$ cat src/rtl/threshold_alarm_monitor_pkg.sv
// rtl/threshold_alarm_monitor_pkg.sv - shared state encoding and default sizing for the alarm monitor
package threshold_alarm_monitor_pkg;

  typedef enum logic [1:0] {
    ST_NORMAL    = 2'd0,
    ST_ARMING    = 2'd1,
    ST_ALARM     = 2'd2,
    ST_DISARMING = 2'd3
  } alarm_state_e;

  localparam int DEF_WIDTH   = 4;
  localparam int DEF_PERSIST = 3;
  localparam int DEF_CNT_W   = 4;
  localparam int DEF_EVT_W   = 8;

  // The alarm stays asserted while a disarm run is still being counted.
  function automatic logic state_is_alarm(input alarm_state_e st);
    return (st == ST_ALARM) || (st == ST_DISARMING);
  endfunction

endpackage

$ cat src/rtl/threshold_alarm_monitor_if.sv
// rtl/threshold_alarm_monitor_if.sv - sample/threshold inputs and alarm/peak/event outputs
interface threshold_alarm_monitor_if #(
  parameter int WIDTH = 4,
  parameter int EVT_W = 8
);
  logic             sample_valid;
  logic [WIDTH-1:0] sample;
  logic [WIDTH-1:0] hi_thr;
  logic [WIDTH-1:0] lo_thr;
  logic             clr_peak;
  logic             alarm;
  logic             alarm_set;
  logic             alarm_clr;
  logic [WIDTH-1:0] peak;
  logic [EVT_W-1:0] event_count;
  logic             config_err;

  modport master (
    output sample_valid, sample, hi_thr, lo_thr, clr_peak,
    input  alarm, alarm_set, alarm_clr, peak, event_count, config_err
  );

  modport slave (
    input  sample_valid, sample, hi_thr, lo_thr, clr_peak,
    output alarm, alarm_set, alarm_clr, peak, event_count, config_err
  );
endinterface

$ cat src/rtl/threshold_alarm_monitor_mag_cmp.sv
// rtl/threshold_alarm_monitor_mag_cmp.sv - unsigned magnitude comparator
module mag_cmp #(
  parameter int WIDTH = 4
) (
  input  logic [WIDTH-1:0] a_i,
  input  logic [WIDTH-1:0] b_i,
  output logic             gt_o,
  output logic             lt_o,
  output logic             eq_o
);
  assign gt_o = a_i > b_i;
  assign lt_o = a_i < b_i;
  assign eq_o = a_i == b_i;
endmodule

$ cat src/rtl/threshold_alarm_monitor.sv
// rtl/threshold_alarm_monitor.sv - two-stage threshold alarm with persistence, hysteresis, peak and event count
module threshold_alarm_monitor
  import threshold_alarm_monitor_pkg::*;
#(
  parameter int WIDTH   = DEF_WIDTH,
  parameter int PERSIST = DEF_PERSIST,
  parameter int CNT_W   = DEF_CNT_W,
  parameter int EVT_W   = DEF_EVT_W
) (
  input  logic                      clk_i,
  input  logic                      rst_i,
  threshold_alarm_monitor_if.slave  mon_if
);

  logic             hi_gt, lo_lt;
  logic             hi_lt_unused, hi_eq_unused, lo_gt_unused, lo_eq_unused;
  logic             cfg_err;

  logic             s1_v_q, s1_gt_q, s1_lt_q;
  logic [WIDTH-1:0] s1_d_q;

  alarm_state_e     state_q, state_d;
  logic [CNT_W-1:0] run_q, run_d, run_inc;
  logic             alarm_q, alarm_set_q, alarm_clr_q;
  logic [WIDTH-1:0] peak_q, peak_d;
  logic [EVT_W-1:0] evt_q, evt_d;
  logic             alarm_now;

  mag_cmp #(.WIDTH(WIDTH)) u_cmp_hi (
    .a_i(mon_if.sample), .b_i(mon_if.hi_thr),
    .gt_o(hi_gt), .lt_o(hi_lt_unused), .eq_o(hi_eq_unused)
  );

  mag_cmp #(.WIDTH(WIDTH)) u_cmp_lo (
    .a_i(mon_if.sample), .b_i(mon_if.lo_thr),
    .gt_o(lo_gt_unused), .lt_o(lo_lt), .eq_o(lo_eq_unused)
  );

  assign cfg_err = mon_if.lo_thr > mon_if.hi_thr;

  always_ff @(posedge clk_i or posedge rst_i) begin
    if (rst_i) begin
      s1_v_q  <= 1'b0;
      s1_gt_q <= 1'b0;
      s1_lt_q <= 1'b0;
      s1_d_q  <= '0;
    end else begin
      s1_v_q  <= mon_if.sample_valid;
      s1_gt_q <= hi_gt;
      s1_lt_q <= lo_lt;
      s1_d_q  <= mon_if.sample;
    end
  end

  assign run_inc   = run_q + 1'b1;
  assign alarm_now = state_is_alarm(state_q);

  // Idle cycles and a bad threshold configuration both leave the run untouched.
  always_comb begin
    state_d = state_q;
    run_d   = run_q;
    if (s1_v_q && !cfg_err) begin
      case (state_q)
        ST_NORMAL: begin
          if (s1_gt_q) begin
            if (PERSIST == 1) begin
              state_d = ST_ALARM;
              run_d   = '0;
            end else begin
              state_d = ST_ARMING;
              run_d   = CNT_W'(1);
            end
          end else begin
            run_d = '0;
          end
        end
        ST_ARMING: begin
          if (!s1_gt_q) begin
            state_d = ST_NORMAL;
            run_d   = '0;
          end else if (run_inc == CNT_W'(PERSIST)) begin
            state_d = ST_ALARM;
            run_d   = '0;
          end else begin
            run_d = run_inc;
          end
        end
        ST_ALARM: begin
          if (s1_lt_q) begin
            if (PERSIST == 1) begin
              state_d = ST_NORMAL;
              run_d   = '0;
            end else begin
              state_d = ST_DISARMING;
              run_d   = CNT_W'(1);
            end
          end else begin
            run_d = '0;
          end
        end
        default: begin
          if (!s1_lt_q) begin
            state_d = ST_ALARM;
            run_d   = '0;
          end else if (run_inc == CNT_W'(PERSIST)) begin
            state_d = ST_NORMAL;
            run_d   = '0;
          end else begin
            run_d = run_inc;
          end
        end
      endcase
    end
  end

  always_comb begin
    peak_d = peak_q;
    if (mon_if.clr_peak) begin
      peak_d = s1_v_q ? s1_d_q : '0;
    end else if (s1_v_q && (s1_d_q > peak_q)) begin
      peak_d = s1_d_q;
    end
    evt_d = evt_q;
    if (alarm_now && !alarm_q && (evt_q != {EVT_W{1'b1}})) begin
      evt_d = evt_q + 1'b1;
    end
  end

  always_ff @(posedge clk_i or posedge rst_i) begin
    if (rst_i) begin
      state_q     <= ST_NORMAL;
      run_q       <= '0;
      alarm_q     <= 1'b0;
      alarm_set_q <= 1'b0;
      alarm_clr_q <= 1'b0;
      peak_q      <= '0;
      evt_q       <= '0;
    end else begin
      state_q     <= state_d;
      run_q       <= run_d;
      alarm_q     <= alarm_now;
      alarm_set_q <= alarm_now && !alarm_q;
      alarm_clr_q <= !alarm_now && alarm_q;
      peak_q      <= peak_d;
      evt_q       <= evt_d;
    end
  end

  assign mon_if.alarm       = alarm_q;
  assign mon_if.alarm_set   = alarm_set_q;
  assign mon_if.alarm_clr   = alarm_clr_q;
  assign mon_if.peak        = peak_q;
  assign mon_if.event_count = evt_q;
  assign mon_if.config_err  = cfg_err;

endmodule

$ cat src/flat_wrapper.sv
// flat-port wrapper written by rule: the top's interface ports become plain ports
module threshold_alarm_monitor_flat import threshold_alarm_monitor_pkg::*;
#(
  parameter int WIDTH   = DEF_WIDTH,
  parameter int PERSIST = DEF_PERSIST,
  parameter int CNT_W   = DEF_CNT_W,
  parameter int EVT_W   = DEF_EVT_W
)
  (clk_i, rst_i, mon_if_sample_valid, mon_if_sample, mon_if_hi_thr, mon_if_lo_thr, mon_if_clr_peak, mon_if_alarm, mon_if_alarm_set, mon_if_alarm_clr, mon_if_peak, mon_if_event_count, mon_if_config_err);
  threshold_alarm_monitor_if #(.WIDTH(WIDTH), .EVT_W(EVT_W)) mon_if_i ();
  input  logic clk_i;
  input  logic rst_i;
  input wire logic [$bits(mon_if_i.sample_valid)-1:0] mon_if_sample_valid;
  input wire logic [$bits(mon_if_i.sample)-1:0] mon_if_sample;
  input wire logic [$bits(mon_if_i.hi_thr)-1:0] mon_if_hi_thr;
  input wire logic [$bits(mon_if_i.lo_thr)-1:0] mon_if_lo_thr;
  input wire logic [$bits(mon_if_i.clr_peak)-1:0] mon_if_clr_peak;
  output wire logic [$bits(mon_if_i.alarm)-1:0] mon_if_alarm;
  output wire logic [$bits(mon_if_i.alarm_set)-1:0] mon_if_alarm_set;
  output wire logic [$bits(mon_if_i.alarm_clr)-1:0] mon_if_alarm_clr;
  output wire logic [$bits(mon_if_i.peak)-1:0] mon_if_peak;
  output wire logic [$bits(mon_if_i.event_count)-1:0] mon_if_event_count;
  output wire logic [$bits(mon_if_i.config_err)-1:0] mon_if_config_err;
  assign mon_if_i.sample_valid = mon_if_sample_valid;
  assign mon_if_i.sample = mon_if_sample;
  assign mon_if_i.hi_thr = mon_if_hi_thr;
  assign mon_if_i.lo_thr = mon_if_lo_thr;
  assign mon_if_i.clr_peak = mon_if_clr_peak;
  assign mon_if_alarm = mon_if_i.alarm;
  assign mon_if_alarm_set = mon_if_i.alarm_set;
  assign mon_if_alarm_clr = mon_if_i.alarm_clr;
  assign mon_if_peak = mon_if_i.peak;
  assign mon_if_event_count = mon_if_i.event_count;
  assign mon_if_config_err = mon_if_i.config_err;
  threshold_alarm_monitor #(.WIDTH(WIDTH), .PERSIST(PERSIST), .CNT_W(CNT_W), .EVT_W(EVT_W)) u_core (.clk_i(clk_i), .rst_i(rst_i), .mon_if(mon_if_i));
endmodule
$ cat config.mk
export PLATFORM = sky130hd
export DESIGN_NAME = threshold_alarm_monitor_flat
export DESIGN_NICKNAME = d
export VERILOG_FILES = /design/src/rtl/threshold_alarm_monitor_pkg.sv /design/src/rtl/threshold_alarm_monitor_if.sv /design/src/rtl/threshold_alarm_monitor_mag_cmp.sv /design/src/rtl/threshold_alarm_monitor.sv /design/src/flat_wrapper.sv
export SDC_FILE = /design/constraint.sdc
export NUM_CORES = 1
export LEC_CHECK = 0
export BUFFER_PORTS_ARGS = -buffer_cell sky130_fd_sc_hd__clkbuf_2
export CAP_MARGIN = 5
export CORE_AREA = 5 5 66 68
export DETAILED_ROUTE_END_ITERATION = 6
export DIE_AREA = 0 0 71 73
export PLACE_DENSITY = 0.67
export SETUP_SLACK_MARGIN = 0.02
export SLEW_MARGIN = 20
export SYNTH_ARGS = -nofsm -noshare
export SYNTH_HDL_FRONTEND = slang
export SYNTH_SLANG_ARGS = --single-unit
$ cat constraint.sdc
create_clock -name clk_i -period 3.55 [get_ports clk_i]
set_clock_uncertainty 0.15 [all_clocks]
set_input_delay 0 -clock clk_i [delete_from_list [all_inputs] [get_ports clk_i]]
set_output_delay 0 -clock clk_i [all_outputs]
set_load 0.1 [all_outputs]
==> metrics.md <==
| Metric | Value |
|---|---|
| Drt first-iter violations | 54 |
| Multi-input logic area | 843.3 µm² |
| Worst skew pair latency | 270 ps |
| Pre-antenna DRT Iters | 4 |
| ANT cells | 0 |
| Most frequent cell after synthesis | dfrtp_1 |
| Routability cong. | 0.7641 |
| Power share of the sequential group | 34.6% |
| Sum of negative setup slack | 0 ps |
| Final count of negative-setup-slack endpoints | 0 |
| RSZ-0062 raised after global routing | false |
| Crit path max-delay family | compound AO/OA/AOI/OAI gates |
| Area contributors post-synth | dfrtp_1, ha_1, inv_1 |
| Slew HR | roughly three fifths |
| Starting density of the core | 42.56% |
| CTS Buf Count | 3 |
| Type of the worst setup path | register to register |
| Largest area contributor in the netlist | dfrtp_1 |
| Clk buf depth | 2 |
| Clock tree root buffer cell | clkbuf_8 |
| CTS tree | built |
| Worst slew pin tran | ~580 ps |
| Post-CTS Setup Inserts | 0 |
| Mean Syn Cell Area | 10.50 µm² |
| I/O pins | 32 |
| Design area | 1961 µm² |
| Status | finished, final reports clean |
| Switching share of total power | a little over half |
| Syn_nets | 188 |
| Max_cap viols | 0 |
| Mapped Cells | approximately 150 |
| Largest net degree at the start of global routing | 29 |
| Die W | 71 µm |
| Clock Pin Slew Worst Setup and Hold Paths | 90 ps |
| Data required time of the worst path | 3560 ps |
| CTS H-Tree Depth | 1 |
| Placed instance count | 233 |
| Core footprint | 3799 µm² |
| Max-slew violations | 0 |
| DIE HEIGHT | 73 µm |
| Die area | roughly 5200 µm² |
| CP startpoint kind | register |
| CP cell instances | ha_1, a21boi_1, a21o_1, a311oi_4, nor2_2, mux2_4 |
| Clock network power share | 13.8% |
| Filler cells | 377 |
| Vias/cell | about 5.3 |
| Commonest cells post-synth | dfrtp_1, ha_1, inv_1 |
| Post-synth top flop | dfrtp_1 |
| EDFF count, synth | 0 |
| Register area share after synthesis | 43.34% |
| #FFs+latches synth | 28 |
| Reg area | 700.7 µm² |
| Cell-internal power | 0.6634 mW |
| Post-Synth Simple-Gate Area | ~16% |
| Xor/xnor share of the synthesized area | 3.793% |
| Critical Path Max Stage Delay | 430 ps |
| GR Overflow Total | 0 |
| CP max FO | 5 |
| Initial antenna violation count | 0 |
| Max IR drop VDD | 0.0002768 V |
| Number of global-route vias before repair | 1,358 |
| Worst Hold Class | primary input to register |
| Adder-Cell Fraction of Synth Area | 13.93% |
| Cts repair resizes | 0 |
| Final instance count without filler cells | approximately 250 |
| HPWL Detailed | 2611 µm |
| WL final | about 3300 µm |
| Crit path arrival time | 2060 ps |
| Buf/Inv on CP | 0 |
| Final period util | slightly below 60% |
| Pwr/cell area | 708.5 nW/µm² |
| First-pass GRT wire length | 5844 µm |
| Leakage power | 0.9590 nW |
| Worst hold slack | 16.30 ps |
| Final ANT Viol Nets | 0 |
| Final net count | between 200 and 250 |
| Area post-placement | 1826 µm² |
| Endpoint type of the worst setup path | register |
| Layout cells sized above 1 | 22.05% |
| Via count of the routed design | 1,288 |
| Mapped Area | 1617 µm² |
| Largest family of logic cells by synthesized area | compound AO/OA/AOI/OAI gates |
| Floorplan row count | 23 |
| Gate power share | 51.7% |
| Mux cell area share after synthesis | 2.245% |
| Port Buffers | 31 |
| Max Fclk | roughly 500 MHz |
| Netlist cell types | 42 |
| Core Util, Final | between 50% and 60% |
| Final hold vios | 0 |
| Total Routing Usage GR | roughly 14% |
| Remaining DRCs | 0 |
| Synth top area share | 43.34% |
| Syn. warnings | 0 |
| Synth-to-layout area growth | 21.28% |
| Min Tclk post-route | 2051 ps |
| Drt wl/cell | 13.34 µm |
| Worst path slowest cell | dfrtp_1 |
| Clock Sinks | 28 |
| Compound-Gate Fraction of Synth Area | 16.10% |
| P_sw | 0.7256 mW |
| Ys async rst share | 100.0% |
## repair_timing
item,in CTS,in global routing
setup endpoints to repair,0,0
hold buffers,8,0
endpoints found under the hold margin,38,0
## flip-flops by register name, indices dropped and copies added, names as in the netlist
register / cells
u_core.mon_if.alarm: 1
u_core.mon_if.alarm_clr: 1
u_core.mon_if.alarm_set: 1
u_core.mon_if.event_count: 8
u_core.mon_if.peak: 4
u_core.run_q: 4
u_core.s1_d_q: 4
u_core.s1_gt_q: 1
u_core.s1_lt_q: 1
u_core.s1_v_q: 1
u_core.state_q: 2
## per-stage QoR
| stage | power [mW] | worst slack [ps] |
|---|---|---|
| after floorplan | 1.073 | 1170 |
| after global placement | 1.177 | 1578 |
| after detailed placement | 1.201 | 1520 |
| after CTS | 1.401 | 1502 |
| after global routing | 1.468 | 1404 |
| final | 1.389 | 1499 |
## power groups by stage
stage	sequential, mW	clock [mW]	combinational (mW)
3_3_place_gp	0.478	0	0.698
5_1_grt	0.495	0.211	0.761
3_5_place_dp	0.487	0	0.714
6_report	0.480	0.191	0.718
2_1_floorplan	0.844	0	0.229
4_1_cts	0.480	0.198	0.723
## worst paths after layout
check | start | end | slack, ps | depth (start not counted)
hold / removal | mon_if_hi_thr[0] | u_core.s1_gt_q | 20 | 3
min in group asynchronous | rst_i | u_core.mon_if.event_count[0] | 170 | 3
setup / recovery | u_core.run_q[1] | u_core.state_q[0] | 1500 | 6
max in group asynchronous | rst_i | u_core.s1_d_q[3] | 2690 | 3
setup reg to reg | u_core.run_q[1] | u_core.state_q[0] | 1500 | 6
hold reg to reg | u_core.state_q[1] | u_core.mon_if.alarm | 350 | 0
## cell usage in the layout, fill, tap and decap left out, types with 3 or more instances in the layout
cell            n
nand3_1         9
a21oi_1         5
nand4_1         4
nor3b_1         3
dlygate4sd3_1   8
o21ai_1         9
nor2_1          6
xnor2_1         3
clkbuf_8        4
nor2b_1         4
o311ai_1        4
xor2_1          4
nand2_1         5
clkbuf_2       31
inv_1          16
o21a_1          3
nand2b_1        3
ha_1           18
dfrtp_1        28
## metal layers
| layer | wire length [µm] | global-route usage [%] |
|---|---|---|
| met3 | 183 | 1.653 |
| met4 | 87 | 6.263 |
| met1 | 1370 | 16.20 |
| met5 | 0 | 0 |
| met2 | 1628 | 25.44 |
## worst min-delay path, stage by stage
cell and delay [ps]:
clkbuf_2 110, ha_1 130, a41oi_1 140
## kinds of logic after synthesis
logic type,count (synthesis)
compound gates,35
xor+xnor,7
fa+ha+maj,18
buf+inv,19
flops,28
mux,3
simple gates,44
## area by class of cell
type                    count  area share [%]
clock buffers               4           2.808
inverters                  17           3.255
multi-input cells         107           43.01
flip-flops and latches     28           35.74
well taps                  50           3.191
repair buffers             39           12.00
No activity file was read; power rests on OpenSTA's default activity.
